### config.mk
export PLATFORM = sky130hd
export DESIGN_NAME = fetch_unit_flat
export DESIGN_NICKNAME = d
export VERILOG_FILES = /design/src/rtl/mips_pkg.sv /design/src/rtl/fetch_unit_if.sv /design/src/rtl/pc_next_mux.sv /design/src/rtl/fetch_unit.sv /design/src/flat_wrapper.sv
export SDC_FILE = /design/constraint.sdc
export NUM_CORES = 1
export LEC_CHECK = 0
export BUFFER_PORTS_ARGS = -buffer_cell sky130_fd_sc_hd__buf_2
export CAP_MARGIN = 5
export CORE_ASPECT_RATIO = 0.8
export CORE_UTILIZATION = 40
export DETAILED_ROUTE_END_ITERATION = 16
export PLACE_DENSITY = 0.71
export SYNTH_ARGS = -nofsm -noshare
export SYNTH_HDL_FRONTEND = slang
export SYNTH_SLANG_ARGS = --single-unit
### constraint.sdc
create_clock -name clk -period 3.09 [get_ports clk]
set_input_delay 0.309 -clock clk [delete_from_list [all_inputs] [get_ports clk]]
set_output_delay 0.309 -clock clk [all_outputs]
set_load 0.05 [all_outputs]
### src/rtl/mips_pkg.sv
`default_nettype none
// ============================================================================
//  Module      : mips_pkg
//  Description : Shared types and constants for the MIPS front end.
//                fetch_state_t  - fetch FSM state encoding
//                OP_*           - primary opcode values seen on instr[31:26]
//                RESET_PC_DEFAULT - default reset program counter
//                align_word()   - clears the byte-offset bits of an address
//  Revision    : 1.0 - initial release
// ============================================================================
package mips_pkg;

  typedef enum logic [1:0] {
    IDLE = 2'd0,
    REQ  = 2'd1,
    HOLD = 2'd2
  } fetch_state_t;

  localparam logic [5:0] OP_RTYPE = 6'b000000;
  localparam logic [5:0] OP_LW    = 6'b100011;
  localparam logic [5:0] OP_SW    = 6'b101011;
  localparam logic [5:0] OP_BEQ   = 6'b000100;
  localparam logic [5:0] OP_BNE   = 6'b000101;
  localparam logic [5:0] OP_J     = 6'b000010;
  localparam logic [5:0] OP_JAL   = 6'b000011;

  localparam logic [31:0] RESET_PC_DEFAULT = 32'h0000_0000;

  // Misaligned targets are silently truncated to a word boundary.
  function automatic logic [31:0] align_word(input logic [31:0] addr);
    return addr & 32'hFFFF_FFFC;
  endfunction

endpackage
`default_nettype wire

### src/rtl/fetch_unit_if.sv
`default_nettype none
// ============================================================================
//  Module      : fetch_unit_if
//  Description : Bundle of the fetch stage's bus signals.
//                imem_*        - req/ack instruction memory port
//                instr_*, op, funct, pc, pcplus4 - downstream handshake/data
//                jump*, branch_* - redirect inputs from decoder/datapath
//                modport master : the fetch unit
//                modport slave  : memory + downstream environment
//  Revision    : 1.0 - initial release
// ============================================================================
interface fetch_unit_if;

  logic        imem_req;
  logic [31:0] imem_addr;
  logic        imem_ack;
  logic [31:0] imem_rdata;
  logic        instr_valid;
  logic        instr_ready;
  logic [31:0] instr;
  logic [5:0]  op;
  logic [5:0]  funct;
  logic [31:0] pc;
  logic [31:0] pcplus4;
  logic        jump;
  logic [31:0] jump_target;
  logic        branch_taken;
  logic [31:0] branch_target;

  modport master (
    output imem_req, imem_addr,
    input  imem_ack, imem_rdata,
    output instr_valid, instr, op, funct, pc, pcplus4,
    input  instr_ready,
    input  jump, jump_target, branch_taken, branch_target
  );

  modport slave (
    input  imem_req, imem_addr,
    output imem_ack, imem_rdata,
    input  instr_valid, instr, op, funct, pc, pcplus4,
    output instr_ready,
    output jump, jump_target, branch_taken, branch_target
  );

endinterface
`default_nettype wire

### src/rtl/pc_next_mux.sv
`default_nettype none
// ============================================================================
//  Module      : pc_next_mux
//  Description : Next-PC selection. Jump beats branch beats sequential, and
//                the result is forced to a word boundary.
//                i_pcplus4, i_jump_target, i_branch_target : candidates
//                i_jump, i_branch_taken                    : selects
//                o_next_pc                                 : aligned next PC
//  Revision    : 1.0 - initial release
// ============================================================================
module pc_next_mux
  import mips_pkg::*;
(
  input  logic [31:0] i_pcplus4,
  input  logic [31:0] i_jump_target,
  input  logic [31:0] i_branch_target,
  input  logic        i_jump,
  input  logic        i_branch_taken,
  output logic [31:0] o_next_pc
);

  logic [31:0] w_sel;

  always_comb begin
    w_sel = i_pcplus4;
    if (i_jump) begin
      w_sel = i_jump_target;
    end else if (i_branch_taken) begin
      w_sel = i_branch_target;
    end
    o_next_pc = align_word(w_sel);
  end

endmodule
`default_nettype wire

### src/rtl/fetch_unit.sv
`default_nettype none
// ============================================================================
//  Module      : fetch_unit
//  Description : Instruction-fetch stage. Holds the PC, fetches one word at a
//                time over a req/ack port, keeps it in the instruction
//                register until downstream retires it, then advances the PC.
//                clk     - rising-edge clock
//                reset   - asynchronous, active-high
//                bus     - fetch_unit_if.master (imem port, downstream port,
//                          redirect inputs)
//                retired - wrapping count of retired instructions
//  Revision    : 1.0 - initial release
// ============================================================================
module fetch_unit
  import mips_pkg::*;
#(
  parameter logic [31:0] RESET_PC = RESET_PC_DEFAULT,
  parameter int          CNT_W    = 32
) (
  input  logic             clk,
  input  logic             reset,
  fetch_unit_if.master     bus,
  output logic [CNT_W-1:0] retired
);

  localparam logic [1:0] c_ST_IDLE = IDLE;
  localparam logic [1:0] c_ST_REQ  = REQ;
  localparam logic [1:0] c_ST_HOLD = HOLD;

  logic [1:0]       r_state;
  logic [31:0]      r_pc;
  logic [31:0]      r_instr;
  logic [CNT_W-1:0] r_retired;

  logic [31:0] w_pcplus4;
  logic [31:0] w_next_pc;
  logic        w_retire;

  assign w_pcplus4 = r_pc + 32'd4;
  assign w_retire  = (r_state == c_ST_HOLD) && bus.instr_ready;

  pc_next_mux u_pc_next_mux (
    .i_pcplus4       (w_pcplus4),
    .i_jump_target   (bus.jump_target),
    .i_branch_target (bus.branch_target),
    .i_jump          (bus.jump),
    .i_branch_taken  (bus.branch_taken),
    .o_next_pc       (w_next_pc)
  );

  // The redirect inputs only matter on the retiring edge; everywhere else the
  // mux output is simply not consumed.
  always_ff @(posedge clk or posedge reset) begin
    if (reset) begin
      r_state   <= c_ST_IDLE;
      r_pc      <= RESET_PC;
      r_instr   <= 32'd0;
      r_retired <= '0;
    end else begin
      case (r_state)
        c_ST_IDLE: begin
          r_state <= c_ST_REQ;
        end
        c_ST_REQ: begin
          if (bus.imem_ack) begin
            r_instr <= bus.imem_rdata;
            r_state <= c_ST_HOLD;
          end
        end
        c_ST_HOLD: begin
          if (w_retire) begin
            r_pc      <= w_next_pc;
            r_retired <= r_retired + CNT_W'(1);
            r_state   <= c_ST_REQ;
          end
        end
        default: begin
          r_state <= c_ST_IDLE;
        end
      endcase
    end
  end

  // Outputs decode straight from registered state, so an asynchronous reset
  // drops imem_req without waiting for a clock edge.
  assign bus.imem_req    = (r_state == c_ST_REQ);
  assign bus.imem_addr   = r_pc;
  assign bus.instr_valid = (r_state == c_ST_HOLD);
  assign bus.instr       = r_instr;
  assign bus.op          = r_instr[31:26];
  assign bus.funct       = r_instr[5:0];
  assign bus.pc          = r_pc;
  assign bus.pcplus4     = w_pcplus4;
  assign retired         = r_retired;

endmodule
`default_nettype wire

### src/flat_wrapper.sv
// flat-port wrapper written by rule: the top's interface ports become plain ports
module fetch_unit_flat import mips_pkg::*;
#(
  parameter logic [31:0] RESET_PC = RESET_PC_DEFAULT,
  parameter int          CNT_W    = 32
)
  (clk, reset, retired, bus_imem_req, bus_imem_addr, bus_imem_ack, bus_imem_rdata, bus_instr_valid, bus_instr, bus_op, bus_funct, bus_pc, bus_pcplus4, bus_instr_ready, bus_jump, bus_jump_target, bus_branch_taken, bus_branch_target);
  fetch_unit_if bus_i ();
  input  logic clk;
  input  logic reset;
  output logic [CNT_W-1:0] retired;
  output wire logic [$bits(bus_i.imem_req)-1:0] bus_imem_req;
  output wire logic [$bits(bus_i.imem_addr)-1:0] bus_imem_addr;
  input wire logic [$bits(bus_i.imem_ack)-1:0] bus_imem_ack;
  input wire logic [$bits(bus_i.imem_rdata)-1:0] bus_imem_rdata;
  output wire logic [$bits(bus_i.instr_valid)-1:0] bus_instr_valid;
  output wire logic [$bits(bus_i.instr)-1:0] bus_instr;
  output wire logic [$bits(bus_i.op)-1:0] bus_op;
  output wire logic [$bits(bus_i.funct)-1:0] bus_funct;
  output wire logic [$bits(bus_i.pc)-1:0] bus_pc;
  output wire logic [$bits(bus_i.pcplus4)-1:0] bus_pcplus4;
  input wire logic [$bits(bus_i.instr_ready)-1:0] bus_instr_ready;
  input wire logic [$bits(bus_i.jump)-1:0] bus_jump;
  input wire logic [$bits(bus_i.jump_target)-1:0] bus_jump_target;
  input wire logic [$bits(bus_i.branch_taken)-1:0] bus_branch_taken;
  input wire logic [$bits(bus_i.branch_target)-1:0] bus_branch_target;
  assign bus_imem_req = bus_i.imem_req;
  assign bus_imem_addr = bus_i.imem_addr;
  assign bus_i.imem_ack = bus_imem_ack;
  assign bus_i.imem_rdata = bus_imem_rdata;
  assign bus_instr_valid = bus_i.instr_valid;
  assign bus_instr = bus_i.instr;
  assign bus_op = bus_i.op;
  assign bus_funct = bus_i.funct;
  assign bus_pc = bus_i.pc;
  assign bus_pcplus4 = bus_i.pcplus4;
  assign bus_i.instr_ready = bus_instr_ready;
  assign bus_i.jump = bus_jump;
  assign bus_i.jump_target = bus_jump_target;
  assign bus_i.branch_taken = bus_branch_taken;
  assign bus_i.branch_target = bus_branch_target;
  fetch_unit #(.RESET_PC(RESET_PC), .CNT_W(CNT_W)) u_core (.clk(clk), .reset(reset), .bus(bus_i), .retired(retired));
endmodule
# [After elaboration in Yosys (flattened, before gate mapping)]
# Cells that the tools add are included.
[word_totals] output_inout_bits=174 wordCells=20 reg_bits=96 in_bits=102
[classes] n_addsub=2 reduce_logical=5 n_eq_ne=4 muxes=5
[ops] cell="$mux 32" count=2
[ops] cell="$add 32x1->32 const B" count=1
[ops] cell="$add 32x3->32 const B" count=1
[ops] cell="$pmux 2 s3" count=1
[ops] cell="$reduce_and 2->1" count=3
[ops] cell="$mux 2" count=2
[ops] cell="$ne 2x1->1 const B" count=2
[ops] cell="$eq 2x1->1 const B" count=1
[ops] cell="$eq 2x2->1 const B" count=1
[ops] cell="$logic_not 2->1" count=1
[ops] cell="$logic_and 1x1->1" count=1

# [Logic depth before layout (Yosys ltp)]
[depth] ltp_word=4 mapped_depth=7 ltp_nobuf=5

# [Modules after synthesis]
# Synthesis repeated with hierarchy kept, for this count alone.
[hier_totals] cells_unflattened=572 hier_area_um2=5560.3
[modules_own_cells] module="fetch_unit" area_each_um2=4873.4 seq_area_each_um2=2452.4 cells_per_inst=468 n_inst=1
[modules_own_cells] module="pc_next_mux" area_each_um2=686.9 seq_area_each_um2=0.0 cells_per_inst=104 n_inst=1

# [Least setup slack after synthesis]
# Ideal clock, no wire load.
[synth_path] path_kind="flip-flop to output port" start="reg u_core.r_pc[3], in the netlist u_core.bus.imem_addr[3]" end="out bus_pcplus4[26]" n_path_buf=1 stages_incl_launch_ff=7 arrival_ns=3.042 required_ns=2.781 slack_ns=-0.261 path_cell_list="dfrtp_1 -> ha_1 -> nand4_4 -> or4_1 -> buf_2 -> or3_4 -> xnor2_1"
[synth_via] elab_chain_len=1
[synth_lines] item="start: declaration" line_no="fetch_unit.sv:31" text="logic [31:0] r_pc;"
[synth_lines] item="start signal: assignment" line_no="fetch_unit.sv:72" text="r_pc <= w_next_pc;"
[synth_lines] item="$add 32x3->32" line_no="fetch_unit.sv:39" text="assign w_pcplus4 = r_pc + 32'd4;"
[synth_lines] item="end: declaration" line_no="flat_wrapper.sv:21" text="output wire logic [$bits(bus_i.pcplus4)-1:0] bus_pcplus4;"
# Every way passes these cells.

# [Worst setup path in the final report]
# Same ends and word-level chain as after synthesis.

==> summary.txt <==
Clock network
  – Max Root-Sink Buffers: 2
  – CTS H-tree depth: 3
  – Clock sink count: 96
  – CTS clk-pin slew, worst paths: ~0.07 ns
  – Clock latency of the later-clocked register in the worst-skew pair: 0.35 ns
  – Number of buffers created by CTS: 9
  – Total of hold buffers inserted after clock tree synthesis: 0
  – Buffer cell driving the clock tree root: sky130_fd_sc_hd__clkbuf_16
  – Clock tree from TritonCTS: done
  – # Post-CTS Setup Buffers: 0

Worst setup path
  – Worst EP arrival: approximately 2.7 ns
  – Bufs and invs on worst path: 1
  – Crit start category: register
  – Required time of the critical path: 2.78 ns
  – Largest fanout on the critical path: 7
  – Dominant delay contributor by cell family on the critical path: simple AND/OR/NAND/NOR gates
  – CP endpoint kind: primary output
  – List of cells traversed by the critical path: ha_1 > nand4_4 > or4_4 > or3_4 > xnor2_2 > buf_2
  – Cell with the largest stage delay on the worst path: sky130_fd_sc_hd__or4_4
  – Worst setup path class: reg2out
  – Worst path max stage delay: just over 0.6 ns

Synth
  – Share of the synthesized area in the top cell type: between 40% and 50%
  – Most frequent cell after synthesis: sky130_fd_sc_hd__dfrtp_1
  – Number of enable-type register cells in the synthesized netlist: 0
  – Number of synthesized register bits: 96
  – Share of synthesized flip-flops with an asynchronous set or reset: 100.0%
  – Gate Count Post-Synth: 575
  – Synthesized area per cell: roughly 9.8 sq um
  – Most used flip-flop cell after synthesis: sky130_fd_sc_hd__dfrtp_1
  – Top post-synthesis cells by count: sky130_fd_sc_hd__dfrtp_1, sky130_fd_sc_hd__buf_4, sky130_fd_sc_hd__nand2_1
  – Distinct cells, synth: 56
  – Share of the yosys chip area belonging to registers: 42.55%
  – Syn. warnings: 0
  – Largest cells by area after synthesis: sky130_fd_sc_hd__dfrtp_1, sky130_fd_sc_hd__xnor2_1, sky130_fd_sc_hd__buf_4
  – Leading area contributor after synthesis: sky130_fd_sc_hd__dfrtp_1
  – Cell area after synthesis: 5645 sq um

Routing
  – Number of remaining DRC errors: 0
  – Wirelength, routed: between 15,000 and 20,000 microns
  – Drt first-iter violations: between 200 and 250
  – Mean number of vias per cell: around 5.3
  – Routed wirelength normalized by instance count: about 16 microns
  – Detailed-route via count: 5,119
  – DRT antenna net count: 0
  – Detailed Routing Iterations Pass 1: 4

Place
  – DPL Wire Length: 11,630 microns
  – Routability cong.: 0.8101
  – Placed Area: a little under 7000 sq um
  – Port Buffers: 265

STA
  – Hold violation total from the final report: 0
  – Period utilization: 96.71%
  – Maximum operating frequency: 0.3346 GHz
  – Unrepaired setup endpoints after global routing: false
  – Period minus WS final: 2.988 ns
  – Slew of the pin with the lowest slew margin: 1.151 ns
  – Tightest slew margin relative to the limit: 23.00%
  – Sum Neg Setup Slack: 0 ns
  – Fin Clk Skew: around 0.0082 ns
  – Count of pins over their slew limit: 0
  – Final Setup Violations: 0

Global routing
  – Total congestion overflow after global routing: 0
  – Total global routing track utilization: around 22%
  – Initial antenna violation count: 1
  – Vias in the first global route: roughly 4,700
  – Largest net degree at the start of global routing: 62
  – Global-route wire length before repair: 24,710 microns

Floorplan
  – Y dimension of the die: roughly 110 microns
  – Total die area: 14,600 sq um
  – Area of the placeable core: 13,650 sq um
  – Width of the die: 134.8 microns
  – Initial core utilization: 41.37%
  – Count of standard-cell rows: 38
  – I/O Pins: 276

Finish
  – NumNets Final: approximately 900
  – Layout overhead on the synthesized area: 27.44%
  – Share of layout cells above drive strength 1: 44.15%
  – Diodes inserted: 0
  – Cell area after layout: 7194 sq um

Power
  – Maximum ir drop on the vdd rail: 0.0009583 V
  – Leakage Power: around 3.4 nW
  – Pwr dens: 1271 nW/um^2

Flow run
  – Number of max-cap violations: 0

Status
  – Run status: finished clean

Min path
  – Tightest Hold Check Type: in2async
final cells by class:
type	instances	area [sq um]
fillers	1253	6451
multi-input cells	394	2773
flip-flops and latches	96	2402
repair buffers	280	1454
clock buffers	10	229.0
well taps	180	225.2
clock inverters	6	75.07
inverters	9	36.28
cells in the final DEF, fill, tap and decap left out, drive strengths merged, types with 2 or more instances in the layout:
cell	Yosys	routed
o41ai	3	3
nand4	22	22
inv	9	12
a22o	6	6
a22oi	11	11
a21oi	18	18
a311o	8	8
nand3b	2	2
a32oi	2	2
nor3	21	21
a31o	2	2
dfrtp	96	96
and4	9	9
nor2	21	21
nand3	23	23
buf	59	279
mux2	32	32
xor2	12	12
a221oi	2	2
o2bb2ai	4	4
or2	5	5
or3	11	11
and2	3	3
conb	1	6
or4	3	3
mux2i	5	5
ha	2	2
nand2	45	45
o21ai	22	22
and3	12	12
o211ai	8	8
o21a	6	6
nor2b	3	3
clkbuf	22	11
xnor2	44	44
nor4	9	9
routing by layer:
layer	vias to the layer above	routed length, microns	GRT usage, %
met5	-	13	0
met4	2	233	6.902
met1	2442	7065	28.04
met3	23	1049	5.438
met2	195	7537	36.27
li1	2457	-	-
worst paths after layout:
path | from | endpoint | slack, ns | depth (start not counted)
max in group asynchronous | reset | u_core.retired[14]$_DFFE_PP0P_ | 2.38 | 3
setup reg to reg | u_core.bus.imem_addr[3]$_DFFE_PP0P_ | u_core.bus.imem_addr[28]$_DFFE_PP0P_ | 0.68 | 5
hold / removal | reset | u_core.bus.instr[28]$_DFFE_PP0P_ | 0.02 | 2
setup / recovery | u_core.bus.imem_addr[3]$_DFFE_PP0P_ | bus_pcplus4[26] | 0.10 | 6
min in group clk | bus_imem_rdata[0] | u_core.bus.instr[0]$_DFFE_PP0P_ | 0.20 | 2
hold reg to reg | u_core.retired[9]$_DFFE_PP0P_ | u_core.retired[9]$_DFFE_PP0P_ | 0.50 | 1
flip-flops by register name (all words and copies together) (netlist names):
register / cells
u_core.retired: 32
u_core.r_state: 2
u_core.bus.imem_addr: 30
u_core.bus.instr: 32
worst register-to-register path: stages (launching register included):
cell                      delay [ns]
sky130_fd_sc_hd__dfrtp_1        0.44
sky130_fd_sc_hd__ha_1           0.29
sky130_fd_sc_hd__nand4_4        0.16
sky130_fd_sc_hd__or4_4          0.62
sky130_fd_sc_hd__or3_4          0.44
sky130_fd_sc_hd__a311o_1        0.35
power by group:
group	switching, W	total, W	leakage (nW)	internal [W]
Clock	0.000497	0.00114	0.146	0.000641
Combinational	0.00438	0.00573	2.11	0.00135
Sequential	0.000588	0.00228	1.17	0.00169
Total	0.00547	0.00914	3.42	0.00368
cells by family after synthesis:
logic type / synth area share, %
other: 0.06643
multiplexers: 7.270
XOR/XNOR: 8.688
AND/OR/NAND/NOR: 19.26
AO/OA/AOI/OAI: 12.46
flip-flops: 42.55
adder cells (fa/ha/maj): 0.4432
buffers and inverters: 9.264
timing repair:
| action | 4_1_cts | 5_1_grt |
|---|---|---|
| endpoints found under the hold margin | 0 | 0 |
| resized for setup | 1 | 1 |
| setup endpoints to repair | 2 | 1 |
| pin swaps | 0 | 0 |
stage by stage:
step	worst slack (ns)	total power, W	cells	hold WS, ns	util [%]
after global routing	0.001490	0.009559	975	0.06684	52.72
after CTS	0.09559	0.009193	975	0.03903	52.70
final	0.1017	0.009144	975	0.02065	52.72
after detailed placement	0.3569	0.008027	959	0.4170	50.45
after floorplan	0.02732	0.007079	580	0.4417	-
after global placement	0.3992	0.007979	959	0.4104	50.45
(Power assumes the default switching activity.)
